**src/rtl/niu32_io_pkg.sv**
```systemverilog
// Shared I/O page definitions for the Niu32 board I/O responder.
package niu32_io_pkg;

    localparam int unsigned ADDR_W = 32;
    localparam int unsigned DATA_W = 32;
    localparam int unsigned KEY_W  = 4;
    localparam int unsigned SW_W   = 10;
    localparam int unsigned HEX_W  = 16;
    localparam int unsigned LEDR_W = 10;
    localparam int unsigned LEDG_W = 8;

    // I/O page register map; CPU decode and assembler header use the same values
    localparam logic [ADDR_W-1:0] ADDR_HEX     = 32'hFFFF_0000;
    localparam logic [ADDR_W-1:0] ADDR_LEDR    = 32'hFFFF_0020;
    localparam logic [ADDR_W-1:0] ADDR_LEDG    = 32'hFFFF_0040;
    localparam logic [ADDR_W-1:0] ADDR_KEY     = 32'hFFFF_0100;
    localparam logic [ADDR_W-1:0] ADDR_KEYEDGE = 32'hFFFF_0104;
    localparam logic [ADDR_W-1:0] ADDR_SWITCH  = 32'hFFFF_0120;

    localparam int unsigned DEBOUNCE_DEFAULT = 50000;

    typedef enum logic [1:0] {
        ST_IDLE = 2'd0,
        ST_RESP = 2'd1,
        ST_HOLD = 2'd2
    } io_state_e;

    // True when the address falls in the board I/O page
    function automatic logic is_io_page(input logic [ADDR_W-1:0] a);
        return a[ADDR_W-1:16] == 16'hFFFF;
    endfunction

endpackage

```
**src/rtl/niu32_key_debounce.sv**
```systemverilog
// Key input conditioning: 2-flop sync, tick-sampled debounce, sticky press flags.
module niu32_key_debounce
    import niu32_io_pkg::*;
#(
    parameter int unsigned DEBOUNCE_CYCLES = DEBOUNCE_DEFAULT
) (
    input  logic             clk,
    input  logic             reset,
    input  logic [KEY_W-1:0] key_n,
    input  logic             edge_clr,
    output logic [KEY_W-1:0] key_state,
    output logic [KEY_W-1:0] key_edge
);

    localparam int unsigned      CNT_W    = $clog2(DEBOUNCE_CYCLES);
    localparam logic [CNT_W-1:0] CNT_LAST = CNT_W'(DEBOUNCE_CYCLES - 1);

    logic [KEY_W-1:0] sync1_q, sync2_q;
    logic [KEY_W-1:0] samp_q, samp_d;
    logic [KEY_W-1:0] deb_q, deb_d;
    logic [KEY_W-1:0] edge_q, edge_d;
    logic [CNT_W-1:0] cnt_q, cnt_d;
    logic             tick_c;

    // Debounce sampling and edge capture; a new press beats a same-cycle clear
    always_comb begin
        tick_c = (cnt_q == CNT_LAST);
        cnt_d  = tick_c ? '0 : cnt_q + CNT_W'(1);
        samp_d = samp_q;
        deb_d  = deb_q;
        if (tick_c) begin
            if (sync2_q == samp_q) begin
                deb_d = sync2_q;
            end
            samp_d = sync2_q;
        end
        edge_d = (edge_clr ? '0 : edge_q) | (deb_d & ~deb_q);
    end

    // Synchronizer, tick counter and debounce state
    always_ff @(posedge clk or posedge reset) begin
        if (reset) begin
            sync1_q <= '0;
            sync2_q <= '0;
            samp_q  <= '0;
            deb_q   <= '0;
            edge_q  <= '0;
            cnt_q   <= '0;
        end else begin
            sync1_q <= ~key_n;
            sync2_q <= sync1_q;
            samp_q  <= samp_d;
            deb_q   <= deb_d;
            edge_q  <= edge_d;
            cnt_q   <= cnt_d;
        end
    end

    assign key_state = deb_q;
    assign key_edge  = edge_q;

endmodule

```
**src/rtl/niu32_io_responder.sv**
```systemverilog
// Memory-mapped I/O responder for the Niu32 board I/O page.
module niu32_io_responder
    import niu32_io_pkg::*;
#(
    parameter int unsigned DEBOUNCE_CYCLES = DEBOUNCE_DEFAULT
) (
    input  logic              clk,
    input  logic              reset,
    input  logic              req,
    input  logic              we,
    input  logic [ADDR_W-1:0] addr,
    input  logic [DATA_W-1:0] wdata,
    output logic [DATA_W-1:0] rdata,
    output logic              ack,
    output logic              err,
    output logic              io_hit,
    input  logic [KEY_W-1:0]  key_n,
    input  logic [SW_W-1:0]   switch_in,
    output logic [HEX_W-1:0]  hex_value,
    output logic [LEDR_W-1:0] ledr,
    output logic [LEDG_W-1:0] ledg
);

    io_state_e         state_q, state_d;
    logic [HEX_W-1:0]  hex_q, hex_d;
    logic [LEDR_W-1:0] ledr_q, ledr_d;
    logic [LEDG_W-1:0] ledg_q, ledg_d;
    logic [DATA_W-1:0] rdata_q, rdata_d;
    logic              ack_q, ack_d;
    logic              err_q, err_d;
    logic [SW_W-1:0]   sw_sync1_q, sw_sync2_q;
    logic [KEY_W-1:0]  key_state, key_edge;
    logic              edge_clr_c;
    logic              unused_wdata_c;

    assign unused_wdata_c = ^wdata[DATA_W-1:HEX_W];

    niu32_key_debounce #(
        .DEBOUNCE_CYCLES (DEBOUNCE_CYCLES)
    ) u_key_debounce (
        .clk       (clk),
        .reset     (reset),
        .key_n     (key_n),
        .edge_clr  (edge_clr_c),
        .key_state (key_state),
        .key_edge  (key_edge)
    );

    // Switch synchronizer
    always_ff @(posedge clk or posedge reset) begin
        if (reset) begin
            sw_sync1_q <= '0;
            sw_sync2_q <= '0;
        end else begin
            sw_sync1_q <= switch_in;
            sw_sync2_q <= sw_sync1_q;
        end
    end

    // FSM state register
    always_ff @(posedge clk or posedge reset) begin
        if (reset) begin
            state_q <= ST_IDLE;
        end else begin
            state_q <= state_d;
        end
    end

    // FSM next state: one access per request, then wait for req to drop
    always_comb begin
        state_d = state_q;
        case (state_q)
            ST_IDLE: if (req) state_d = ST_RESP;
            ST_RESP: state_d = ST_HOLD;
            ST_HOLD: if (!req) state_d = ST_IDLE;
            default: state_d = ST_IDLE;
        endcase
    end

    // FSM outputs: decode and perform the access in IDLE
    always_comb begin
        hex_d      = hex_q;
        ledr_d     = ledr_q;
        ledg_d     = ledg_q;
        rdata_d    = rdata_q;
        ack_d      = 1'b0;
        err_d      = 1'b0;
        edge_clr_c = 1'b0;
        if (state_q == ST_IDLE && req) begin
            ack_d = 1'b1;
            if (we) begin
                case (addr)
                    ADDR_HEX:  hex_d  = wdata[HEX_W-1:0];
                    ADDR_LEDR: ledr_d = wdata[LEDR_W-1:0];
                    ADDR_LEDG: ledg_d = wdata[LEDG_W-1:0];
                    default:   err_d  = 1'b1;
                endcase
            end else begin
                case (addr)
                    ADDR_HEX:     rdata_d = DATA_W'(hex_q);
                    ADDR_LEDR:    rdata_d = DATA_W'(ledr_q);
                    ADDR_LEDG:    rdata_d = DATA_W'(ledg_q);
                    ADDR_KEY:     rdata_d = DATA_W'(key_state);
                    ADDR_SWITCH:  rdata_d = DATA_W'(sw_sync2_q);
                    ADDR_KEYEDGE: begin
                        rdata_d    = DATA_W'(key_edge);
                        edge_clr_c = 1'b1;
                    end
                    default: begin
                        rdata_d = '0;
                        err_d   = 1'b1;
                    end
                endcase
            end
        end
    end

    // Output and register-file state
    always_ff @(posedge clk or posedge reset) begin
        if (reset) begin
            hex_q   <= '0;
            ledr_q  <= '0;
            ledg_q  <= '0;
            rdata_q <= '0;
            ack_q   <= 1'b0;
            err_q   <= 1'b0;
        end else begin
            hex_q   <= hex_d;
            ledr_q  <= ledr_d;
            ledg_q  <= ledg_d;
            rdata_q <= rdata_d;
            ack_q   <= ack_d;
            err_q   <= err_d;
        end
    end

    assign io_hit    = is_io_page(addr);
    assign rdata     = rdata_q;
    assign ack       = ack_q;
    assign err       = err_q;
    assign hex_value = hex_q;
    assign ledr      = ledr_q;
    assign ledg      = ledg_q;

endmodule

```
**config.mk**
```make
export PLATFORM = sky130hd
export DESIGN_NAME = niu32_io_responder
export DESIGN_NICKNAME = d
export VERILOG_FILES = /design/src/rtl/niu32_io_pkg.sv /design/src/rtl/niu32_key_debounce.sv /design/src/rtl/niu32_io_responder.sv
export SDC_FILE = /design/constraint.sdc
export NUM_CORES = 1
export LEC_CHECK = 0
export ABC_AREA = 1
export CAP_MARGIN = 25
export CORE_ASPECT_RATIO = 1.2
export CORE_MARGIN = 1.5
export CORE_UTILIZATION = 25
export CTS_CLUSTER_SIZE = 16
export DETAILED_ROUTE_END_ITERATION = 10
export HOLD_SLACK_MARGIN = 0.05
export MAX_ROUTING_LAYER = met4
export PLACE_DENSITY = 0.59
export SYNTH_ARGS = -nofsm -noshare
export SYNTH_HDL_FRONTEND = slang
export SYNTH_SLANG_ARGS = --single-unit
```
**constraint.sdc**
```tcl
create_clock -name clk -period 3.8 [get_ports clk]
set_clock_uncertainty 0.05 [all_clocks]
set_input_delay 0.76 -clock clk [delete_from_list [all_inputs] [get_ports clk]]
set_output_delay 0.76 -clock clk [all_outputs]
set_load 0.1 [all_outputs]
```
## Word level (Yosys, flattened, before mapping)

Cells that the tools add are included.

| word-level totals | value |
|---|---|
| bits in registers | 126 |
| output and inout bits | 69 |
| input bits | 82 |

| operators by class | value |
|---|---|
| eq/ne operators | 13 |
| reductions and logical operators | 9 |
| $add $sub $neg | 1 |
| bitwise logic cells | 5 |
| mux-type cells | 16 |

Operators by type and width:

| operator | count |
|---|---|
| 32-bit equality test, second input constant | 6 |
| 16-bit one-hot mux with 6 select lines | 1 |
| 16-bit equality test, second input constant | 2 |
| 16-bit by 1-bit adder with 16-bit output, second input constant | 1 |
| 16-bit two-way mux | 1 |
| 4-bit two-way mux | 3 |
| 3-bit AND reduction | 3 |
| 1-bit two-way mux | 8 |
| 4-bit NOT | 2 |
| 2-bit one-hot mux with 3 select lines | 1 |
| 6-bit OR reduction | 1 |
| 4-bit bitwise AND | 1 |
| 4-bit equality test | 1 |
| 2-bit two-way mux | 2 |
| 2-bit != test, second input constant | 2 |
| 4-bit OR | 1 |
| 2-bit AND reduction | 2 |
| 3-bit OR reduction | 1 |
| 2-bit by 1-bit equality test with 1-bit output, second input constant | 1 |
| 2-bit equality test, second input constant | 1 |
| 2-bit zero test | 1 |
| 1-bit logical AND | 1 |
| 1-bit NOT | 1 |

## Logic depth before layout (Yosys ltp)

Gate-level depths: netlist (run 1).

| logic depth | value |
|---|---|
| depth in word-level cells | 6 |
| mapped depth | 11 |
| mapped depth without buffers | 10 |

## Cells and area by module

A second synthesis (run 1) with hierarchy kept.

| second synthesis, totals | value |
|---|---|
| cell total of the unflattened synthesis | 605 |
| area, all modules | 5207.5 sq um |

By module, submodules not included:

| module | cells each | times used | area each (sq um) |
|---|---|---|---|
| niu32_io_responder | 410 | 1 | 3559.7 |
| niu32_key_debounce | 195 | 1 | 1647.8 |

## Least setup slack after synthesis (run 1)

No wires, ideal clock.

| timing | value |
|---|---|
| path type | in2out |
| start point | input addr[17] |
| end point | output io_hit |
| arrival | 1.636 ns |
| stages on the path | 5 |
| setup slack | 1.354 ns |
| path through | nand2_1 > nor2_1 > nand2_1 > nor2_4 > buf_2 |

| on the way | value |
|---|---|
| word-level cells in the longest chain between the ends | 1 |

RTL lines:

| element | RTL line | source |
|---|---|---|
| from (decl) | niu32_io_responder.sv:11 | `input logic [ADDR_W-1:0] addr,` |
| 16-bit equality test | niu32_io_pkg.sv:30 | `return a[ADDR_W-1:16] == 16'hFFFF;` |
| to (decl) | niu32_io_responder.sv:16 | `output logic io_hit,` |

Every way passes these cells.

## Worst setup path in the final report (run 1)

| timing | value |
|---|---|
| start point | register hex_q[3] (netlist: hex_value[3]) |
| end point | output hex_value[3] |

RTL lines:

| element | RTL line | source |
|---|---|---|
| from (decl) | niu32_io_responder.sv:25 | `logic [HEX_W-1:0] hex_q, hex_d;` |
| from (signal assigned) | niu32_io_responder.sv:121 | `hex_q <= '0;` |
| from (signal assigned) | niu32_io_responder.sv:128 | `hex_q <= hex_d;` |
| to (decl) | niu32_io_responder.sv:19 | `output logic [HEX_W-1:0] hex_value,` |

No word-level cell between the ends.

==> results of run 1 <==
layout by cell type (no fill, tap or decap), types with 3 or more instances in the layout:
master	synthesis	routed
o21ai_2	10	10
nand4_1	5	5
nor2_1	43	43
nor2_4	6	6
xor2_1	3	3
nand3_1	55	55
o21ai_1	22	22
nand2_1	172	172
nor2_2	5	5
or2_2	8	8
clkdlybuf4s50_1	0	117
dfrtp_1	110	110
clkbuf_16	0	9
inv_1	58	57
nand2_2	8	8
buf_4	18	3
nor3_1	5	5
conb_1	1	16
o21ai_0	18	18
a21oi_1	10	10
worst paths after layout:
path                                          from                   endpoint  slack, ns  depth (start not counted)
max                                   hex_value[3]               hex_value[3]       1.02                          1
min                                  sw_sync1_q[5]              sw_sync2_q[5]       0.30                          0
max reg2reg                u_key_debounce.cnt_q[0]    u_key_debounce.cnt_q[6]       1.71                          8
min reg2reg                          sw_sync1_q[5]              sw_sync2_q[5]       0.30                          0
max in group asynchronous                    reset                  rdata[14]       2.12                          3
min in group asynchronous                    reset  u_key_debounce.sync1_q[0]       0.81                          2
power breakdown:
| group | internal, mW | switching [mW] |
|---|---|---|
| logic | 0.156 | 0.420 |
| registers | 1.22 | 0.0246 |
| clock network | 0.615 | 0.428 |
per-layer routing:
layer / global-route usage / part of all wire
met5: - / 0
met4: 0.0410 / 0.018
met3: 0.0246 / 0.037
met2: 0.217 / 0.51
met1: 0.147 / 0.44
sequential cells by signal (all words and copies together), names as in the netlist:
register,cells
state_q,2
rdata,16
err,1
u_key_debounce.sync1_q,4
hex_value,16
sw_sync1_q,10
u_key_debounce.samp_q,4
u_key_debounce.key_state,4
sw_sync2_q,10
ack,1
u_key_debounce.key_edge,4
ledr,10
ledg,8
u_key_debounce.cnt_q,16
u_key_debounce.sync2_q,4
cells by family (layout without fill, tap and decap cells):
kind of cell / count (synthesis) / count (layout) / synth area share
AND/OR/NAND/NOR: 315 / 315 / 0.283
flip-flops: 110 / 110 / 0.545
buffers and inverters: 91 / 198 / 0.0894
AO/OA/AOI/OAI: 64 / 64 / 0.0723
XOR/XNOR: 4 / 4 / 0.00694
adder cells (fa/ha/maj): 1 / 1 / 0.00248
other: 1 / 16 / 0.000742
final cells by class:
cell class	count	area (µm²)
fill	2040	12900
clock buffer	11	253
tap	261	327
inverter	61	231
clock inverter	4	77.6
timing repair buffer	122	1230
sequential	110	2750
multi-input combinational	400	1900
stage by stage:
step / utilization / cell area [µm²] / power, mW
after floorplan: - / 5110 / 1.68
after global placement: 0.327 / 6450 / 1.85
after detailed placement: 0.327 / 6450 / 1.85
after CTS: 0.344 / 6780 / 2.90
after global routing: 0.344 / 6780 / 2.98
final: 0.344 / 6780 / 2.87
==> results.txt, run 1 <==
----------------------------------------------------
[Run status]
  Outcome ... completed

[Synth]
  Proportion of netlist area held by the largest area contributor ... 0.545
  Yosys warning total ... 0
  Async SR Flop Fraction ... 1.00
  Library cell occupying the most area in the post-synthesis netlist ... dfrtp_1
  Part of the Yosys area used for sequential elements ... 0.545
  Top cell types by occurrence after synthesis ... nand2_1 (172), dfrtp_1 (110), inv_1 (58)
  EDFF count, synth ... 0
  Area contributors post-synth ... dfrtp_1 (54%), nand2_1 (13%), nand3_1 (5.4%)
  Cell with the most instances after synthesis ... nand2_1
  Number of distinct library cell variants in the gate-level netlist after synthesis ... 36
  Number of instances in the synthesized netlist ... 586
  Area of the mapped netlist ... 5050 µm²
  Average cell area after synthesis ... 8.62 µm²
  Most used flip-flop cell after synthesis ... dfrtp_1
  Flops & latches, synth ... 110

[Placement]
  Number of port buffers ... 118
  Inst Count DP ... 954
  Post-Place Worst Slack ... 0.922 ns
  Final estimated routing congestion in global placement ... 0.770
  Post-detail-place hpwl ... 9120 µm

[Worst setup path]
  Cell with the biggest individual delay on the critical path ... clkdlybuf4s50_1
  Setup crit end kind ... primary output
  Worst Setup Start Kind ... register
  Required time worst endpoint ... 2.99 ns
  Critical-path cell list ... clkdlybuf4s50_1
  Data arrival time of the critical path ... 1.97 ns
  Maximum fanout encountered on the critical timing path ... 3
  Buffers and inverters on the worst path ... 1
  Cell class contributing the biggest share of worst-path delay ... buffers and inverters
  Delay of the slowest cell on the worst path ... 1.19 ns
  Kind of critical path ... reg2out

[GRT]
  Pin count of the biggest net entering global routing ... 61
  GRT overflow ... 0
  Initial antenna violation count ... 0
  Global router's overall resource usage ... 0.126
  Global-route wire length before repair ... 20300 µm
  Number of global-route vias before repair ... 3982

[STA]
  Setup-violating endpoint count in the final report ... 0
  Unrepaired setup endpoints after global routing ... false
  Final Critical Period ... 2.78 ns
  Fin. Hold Viols ... 0
  Tightest slew margin relative to the limit ... 0.299
  Period Utilization, post-route ... 0.733
  Final-layout worst hold slack ... 0.299 ns
  Max Clk Rate ... 359 MHz
  Final Max Slew Viols ... 0
  Post-route setup slack ... 1.02 ns
  Final total negative setup slack ... 0 ns
  Worst Max-Slew Pin Slew ... 1.05 ns

[Detailed routing]
  Routed vias/inst ... 4.12
  Starting DRT DRC Count ... 160
  Iteration count of the initial detailed-routing pass ... 4
  Antenna Violating Nets Remaining ... 0
  Final routed wire length divided by cell count ... 12.9 µm
  Count of vias placed by the detailed router ... 3993
  DRC violations left ... 0
  Total Wirelength ... 12500 µm

[Job]
  MaxCap Viol Count ... 0

[Pwr]
  Maximum resistive drop on vdd ... 0.000277 V
  Standby leakage power ... 3.20 nW
  Power density cells ... 423 nW/µm²

[Clock network]
  Clock-pin slew of the registers on the worst-case setup and hold paths ... 0.07 ns
  Clock latency of the later-clocked register in the worst-skew pair ... 0.35 ns
  Hold buffer count at CTS ... 0
  Buffer type at the clock tree root ... clkbuf_16
  Number of buffers inserted by post-CTS setup repair ... 0
  Number of buffers added by the clock tree synthesis step ... 9
  # resized after CTS ... 0
  Clock Path Buffers ... 2
  TritonCTS clock tree ... done
  Clock H-tree levels ... 3
  TritonCTS sink count ... 110

[Floorplanning]
  Die width ... 133 µm
  Die outline area ... 21100 µm²
  Number of top-level design ports ... 151
  Floorplan die height ... 159 µm
  Effective utilization at floorplan ... 0.257
  Area of the placeable core ... 19700 µm²
  Number of rows created at floorplan ... 56

[Finish]
  Share of cells above drive strength 1 ... 0.0918
  Antenna Cells ... 0
  Count of non-filler cells in the finished layout ... 969
  Synth-to-layout area growth ... 34.2%
  Fin nets ... 787

[Worst hold path]
  Worst hold path type ... reg2reg

----------------------------------------------------
Note: power is estimated with default switching activity, not from simulation.
==> run 2, diff against run 1 <==
clock period = 2.4 ns   (was 3.8 ns; I/O delays follow)
==> results.txt, run 2 (synthesis gave the netlist of run 1 again) <==
----------------------------------------------------
[Placement]
  Final estimated routing congestion in global placement ... 0.775 (was 0.770)
  Inst Count DP ... 964 (was 954)
  Post-Place Worst Slack ... 0.0759 ns (was 0.922 ns)
  Post-detail-place hpwl ... 9180 µm (was 9120 µm)
  Number of port buffers ... 118 (unchanged)

[Run status]
  Outcome ... completed (unchanged)

[Clock network]
  Number of buffers added by the clock tree synthesis step ... 9 (unchanged)
  Clock latency of the later-clocked register in the worst-skew pair ... 0.35 ns (about the same)
  Hold buffer count at CTS ... 0 (unchanged)
  Buffer type at the clock tree root ... clkbuf_16 (unchanged)
  Clock-pin slew of the registers on the worst-case setup and hold paths ... 0.07 ns (about the same)
  Clock H-tree levels ... 3 (unchanged)
  TritonCTS clock tree ... done (unchanged)
  Number of buffers inserted by post-CTS setup repair ... 0 (unchanged)
  Clock Path Buffers ... 2 (unchanged)
  # resized after CTS ... 0 (unchanged)
  TritonCTS sink count ... 110 (unchanged)

[Worst setup path]
  Buffers and inverters on the worst path ... 3 (was 1)
  Required time worst endpoint ... 1.87 ns (was 2.99 ns)
  Reg-to-reg setup timing slack ... 0.70 ns (was 1.71 ns)
  Cell with the biggest individual delay on the critical path ... clkdlybuf4s50_1 (unchanged)
  Delay of the slowest cell on the worst path ... 0.48 ns (was 1.19 ns)
  Critical-path cell list ... clkdlybuf4s50_1, nand2_1, nor2_1, nand2_1, nor2_4, buf_12, buf_12 (was clkdlybuf4s50_1)
  Maximum fanout encountered on the critical timing path ... 8 (was 3)
  Setup crit end kind ... primary output (unchanged)
  Cell class contributing the biggest share of worst-path delay ... buffers and inverters (unchanged)
  Kind of critical path ... in2out (was reg2out)
  Worst Setup Start Kind ... input port (was register)
  Data arrival time of the critical path ... 1.67 ns (was 1.97 ns)

[Finish]
  Top library cells by usage in the layout, fill and taps aside ... nand2_1 (172), dfrtp_1 (110), clkdlybuf4s50_1 (65), buf_4 (63), inv_1 (57) (was nand2_1 (172), clkdlybuf4s50_1 (117), dfrtp_1 (110), inv_1 (57), nand3_1 (55))
  Share of the core filled with cells ... 0.342 (was 0.344)
  Count of non-filler cells in the finished layout ... 980 (was 969)
  Leading cell type in the layout, fill and taps excluded ... nand2_1 (unchanged)
  Fillcell total ... 2032 (was 2040)
  Fin nets ... 797 (was 787)
  Antenna Cells ... 0 (unchanged)
  Share of cells above drive strength 1 ... 0.177 (was 0.0918)
  Synth-to-layout area growth ... 33.1% (was 34.2%)

[Floorplanning]
  Effective utilization at floorplan ... 0.257 (unchanged)
  Number of top-level design ports ... 151 (unchanged)
  Number of rows created at floorplan ... 56 (unchanged)
  Floorplan die height ... 159 µm (unchanged)
  Area of the placeable core ... 19700 µm² (unchanged)
  Die width ... 133 µm (unchanged)
  Die outline area ... 21100 µm² (unchanged)

[Pwr]
  Maximum resistive drop on vdd ... 0.000381 V (was 0.000277 V)
  Total power ... 4.42 mW (was 2.87 mW)
  Switching Share ... 0.317 (was 0.305)
  Standby leakage power ... 3.35 nW (was 3.20 nW)
  Internal power ... 3.02 mW (was 1.99 mW)
  Part of the total power dissipated in the clock network ... 0.349 (was 0.364)
  Part of the power in combinational logic ... 0.205 (was 0.201)
  Flop pwr share ... 0.447 (was 0.435)
  Net switching power ... 1.40 mW (was 0.873 mW)
  Power density cells ... 657 nW/µm² (was 423 nW/µm²)

[Detailed routing]
  Starting DRT DRC Count ... 271 (was 160)
  Routed vias/inst ... 4.16 (was 4.12)
  Final routed wire length divided by cell count ... 12.7 µm (was 12.9 µm)
  Count of vias placed by the detailed router ... 4072 (was 3993)
  Total Wirelength ... 12400 µm (was 12500 µm)
  Iteration count of the initial detailed-routing pass ... 4 (unchanged)
  DRC violations left ... 0 (unchanged)
  Antenna Violating Nets Remaining ... 0 (unchanged)

[STA]
  Final Critical Period ... 2.20 ns
  Period Utilization, post-route ... 0.918
  Final Max Slew Viols ... 0 (unchanged)
  Worst Max-Slew Pin Slew ... 0.585 ns (was 1.05 ns)
  Max Clk Rate ... 454 MHz
  Fin. Hold Viols ... 0 (unchanged)
  Unrepaired setup endpoints after global routing ... false (unchanged)
  Post-route setup slack ... 0.196 ns (was 1.02 ns)
  Setup-violating endpoint count in the final report ... 0 (unchanged)
  Final total negative setup slack ... 0 ns (unchanged)
  Tightest slew margin relative to the limit ... 0.609 (was 0.299)

[Job]
  MaxCap Viol Count ... 0 (unchanged)

[GRT]
  Number of global-route vias before repair ... 4042 (was 3982)
  Initial antenna violation count ... 0 (unchanged)
  Global router's overall resource usage ... 0.127 (was 0.126)
  Pin count of the biggest net entering global routing ... 95 (was 61)
  GRT overflow ... 0 (unchanged)
  Global-route wire length before repair ... 20400 µm (was 20300 µm)

[Worst hold path]
  Worst hold path type ... reg2reg (unchanged)

----------------------------------------------------
-- run 2: layer usage --
layer / GRT usage / routed length (µm)
met1: 0.143 / 5210
met2: 0.210 / 5990
met3: 0.0409 / 908
met4: 0.0445 / 298
met5: - / 0
-- run 2: worst reg2reg max path, stage by stage (launching register included) --
cell and delay [ns]:
dfrtp_1 0.38, ha_1 0.17, nand2_1 0.05, inv_1 0.11, nand2_1 0.11, nor2_1 0.11, nand2_1 0.07, buf_4 0.19
nor2_2 0.17, nand2_1 0.11, o21ai_1 0.12
-- run 2: path summary, 6_finish.rpt --
| kind | depth (start not counted) | to | startpoint |
|---|---|---|---|
| min in group asynchronous | 3 | u_key_debounce.cnt_q[7] | reset |
| min | 0 | sw_sync2_q[5] | sw_sync1_q[5] |
| max | 7 | io_hit | addr[20] |
| max reg2reg | 10 | u_key_debounce.key_edge[2] | u_key_debounce.cnt_q[0] |
| min reg2reg | 0 | sw_sync2_q[5] | sw_sync1_q[5] |
| max in group asynchronous | 3 | ledg[2] | reset |
-- run 2: metrics by stage --
stage	hold slack [ns]	cell area, µm²
CTS	0.295	6730
floorplan	0.281	5110
global placement	0.283	6420
global route	0.312	6730
finish	0.294	6730
detailed placement	0.285	6420
-- run 2: cell type report --
cell class | instances | area, µm² | area share
clock buffer | 11 | 243 | 0.0361
sequential | 110 | 2750 | 0.409
clock inverter | 5 | 63.8 | 0.00949
multi-input combinational | 400 | 1900 | 0.283
tap | 261 | 327 | 0.0486
inverter | 61 | 233 | 0.0346
timing repair buffer | 132 | 1200 | 0.179
-- run 2: power groups by stage --
| stage | registers (mW) | logic, mW | clock network (mW) |
|---|---|---|---|
| CTS | 1.97 | 0.914 | 1.60 |
| global route | 1.98 | 0.954 | 1.67 |
| floorplan | 2.33 | 0.331 | 0 |
| finish | 1.97 | 0.905 | 1.54 |
| global placement | 2.01 | 0.908 | 0 |
| detailed placement | 2.01 | 0.912 | 0 |
==> run 3, diff against run 2 <==
PLACE_DENSITY = not set   (was 0.59)
==> results.txt, run 3 (synthesis gave the netlist of run 1 again) <==
----------------------------------------------------
[Run status]
  Outcome ... completed (unchanged)

[Worst setup path]
  Reg-to-reg setup timing slack ... 0.63 ns (was 0.70 ns)
  Required time worst endpoint ... 1.87 ns (about the same)
  Data arrival time of the critical path ... 1.77 ns (was 1.67 ns)
  Worst Setup Start Kind ... input port (unchanged)
  Setup crit end kind ... primary output (unchanged)
  Maximum fanout encountered on the critical timing path ... 9 (was 8)
  Kind of critical path ... in2out (unchanged)

[STA]
  Fin. Hold Viols ... 0 (unchanged)
  Post-route setup slack ... 0.104 ns (was 0.196 ns)
  Setup-violating endpoint count in the final report ... 0 (unchanged)
  Period Utilization, post-route ... 0.957 (was 0.918)
  Final total negative setup slack ... 0 ns (unchanged)
  Unrepaired setup endpoints after global routing ... false (unchanged)
  Max Clk Rate ... 436 MHz (was 454 MHz)
  Final Critical Period ... 2.30 ns (was 2.20 ns)
  Final Max Slew Viols ... 0 (unchanged)

[Floorplanning]
  Number of top-level design ports ... 151 (unchanged)
  Effective utilization at floorplan ... 0.257 (unchanged)
  Number of rows created at floorplan ... 56 (unchanged)
  Die outline area ... 21100 µm² (unchanged)
  Die width ... 133 µm (unchanged)
  Area of the placeable core ... 19700 µm² (unchanged)
  Floorplan die height ... 159 µm (unchanged)

[Worst hold path]
  Worst hold path type ... reg2reg (unchanged)

[Detailed routing]
  Iteration count of the initial detailed-routing pass ... 4 (unchanged)
  Antenna Violating Nets Remaining ... 0 (unchanged)
  DRC violations left ... 0 (unchanged)
  Routed vias/inst ... 4.09 (was 4.16)
  Starting DRT DRC Count ... 224 (was 271)
  Final routed wire length divided by cell count ... 12.5 µm (was 12.7 µm)
  Total Wirelength ... 12200 µm (was 12400 µm)
  Count of vias placed by the detailed router ... 4007 (was 4072)

[Finish]
  Fin nets ... 798 (was 797)
  Leading cell type in the layout, fill and taps excluded ... nand2_1 (unchanged)
  Synth-to-layout area growth ... 33.6% (was 33.1%)
  Fillcell total ... 2064 (was 2032)
  Top library cells by usage in the layout, fill and taps aside ... nand2_1 (172), dfrtp_1 (110), clkdlybuf4s50_1 (65), buf_4 (63), inv_1 (57) (unchanged)
  Share of cells above drive strength 1 ... 0.178 (was 0.177)
  Antenna Cells ... 0 (unchanged)

[Placement]
  Number of port buffers ... 118 (unchanged)
  Final estimated routing congestion in global placement ... 0.805 (was 0.775)
  Post-detail-place hpwl ... 9300 µm (was 9180 µm)
  Post-Place Worst Slack ... 0.0593 ns (was 0.0759 ns)

[Clock network]
  Clock H-tree levels ... 3 (unchanged)
  TritonCTS clock tree ... done (unchanged)
  Buffer type at the clock tree root ... clkbuf_16 (unchanged)
  Clock latency of the later-clocked register in the worst-skew pair ... 0.35 ns (about the same)
  Number of buffers inserted by post-CTS setup repair ... 0 (unchanged)
  # resized after CTS ... 0 (unchanged)
  Clock Path Buffers ... 2 (unchanged)
  TritonCTS sink count ... 110 (unchanged)
  Hold buffer count at CTS ... 0 (unchanged)
  Clock-pin slew of the registers on the worst-case setup and hold paths ... 0.07 ns (about the same)
  Number of buffers added by the clock tree synthesis step ... 9 (unchanged)

[GRT]
  GRT overflow ... 0 (unchanged)
  Pin count of the biggest net entering global routing ... 63 (was 95)
  Number of global-route vias before repair ... 3874 (was 4042)
  Global router's overall resource usage ... 0.123 (was 0.127)
  Global-route wire length before repair ... 19800 µm (was 20400 µm)
  Initial antenna violation count ... 0 (unchanged)

[Pwr]
  Power density cells ... 655 nW/µm² (was 657 nW/µm²)
  Maximum resistive drop on vdd ... 0.000365 V (was 0.000381 V)
  Standby leakage power ... 3.35 nW (about the same)

[Job]
  MaxCap Viol Count ... 0 (unchanged)

----------------------------------------------------
run 3: critical path, cell delays in order:
cell,delay (ns)
clkdlybuf4s50_1,0.48
nand2_1,0.06
nor2_1,0.10
nand2_1,0.10
nor2_4,0.21
buf_12,0.16
buf_12,0.17
run 3: layout make-up:
cell class	instances	area (µm²)	share of cell area
multi-input cells	400	1900	0.282
clock inverters	3	42.5	0.00630
well taps	261	327	0.0484
repair buffers	133	1220	0.181
flip-flops and latches	110	2750	0.408
clock buffers	12	267	0.0395
inverters	61	233	0.0345
run 3: stage by stage:
step / power (mW) / utilization / hold WS (ns) / cell area (µm²) / cells
2_1_floorplan: 2.66 / - / 0.281 / 5110 / 601
3_3_place_gp: 2.92 / 0.327 / 0.282 / 6440 / 965
3_5_place_dp: 2.92 / 0.327 / 0.285 / 6440 / 965
4_1_cts: 4.48 / 0.343 / 0.299 / 6750 / 980
5_1_grt: 4.60 / 0.343 / 0.305 / 6750 / 980
6_report: 4.42 / 0.343 / 0.295 / 6750 / 980
run 3: final timing paths:
kind,cells after the start,from,to
worst max-delay path,7,addr[20],io_hit
worst min-delay path,0,sw_sync1_q[7],sw_sync2_q[7]
worst max register to register,10,u_key_debounce.cnt_q[0],u_key_debounce.key_edge[0]
worst min register to register,0,sw_sync1_q[7],sw_sync2_q[7]
max in group asynchronous,3,reset,hex_value[9]
min in group asynchronous,3,reset,sw_sync2_q[3]
run 3: per-layer routing:
layer | track usage | wire, µm | vias to the layer above
met5 | - | 0 | -
met4 | 0.0420 | 159 | 0
met2 | 0.200 | 5950 | 91
met3 | 0.0204 | 457 | 12
met1 | 0.155 | 5650 | 1828
li1 | - | - | 2076
run 3: power by group:
group          total (mW)  internal [mW]  switching [mW]
combinational       0.902          0.241           0.662
clock                1.54          0.888           0.657
sequential           1.97           1.93          0.0404
total                4.42           3.06            1.36
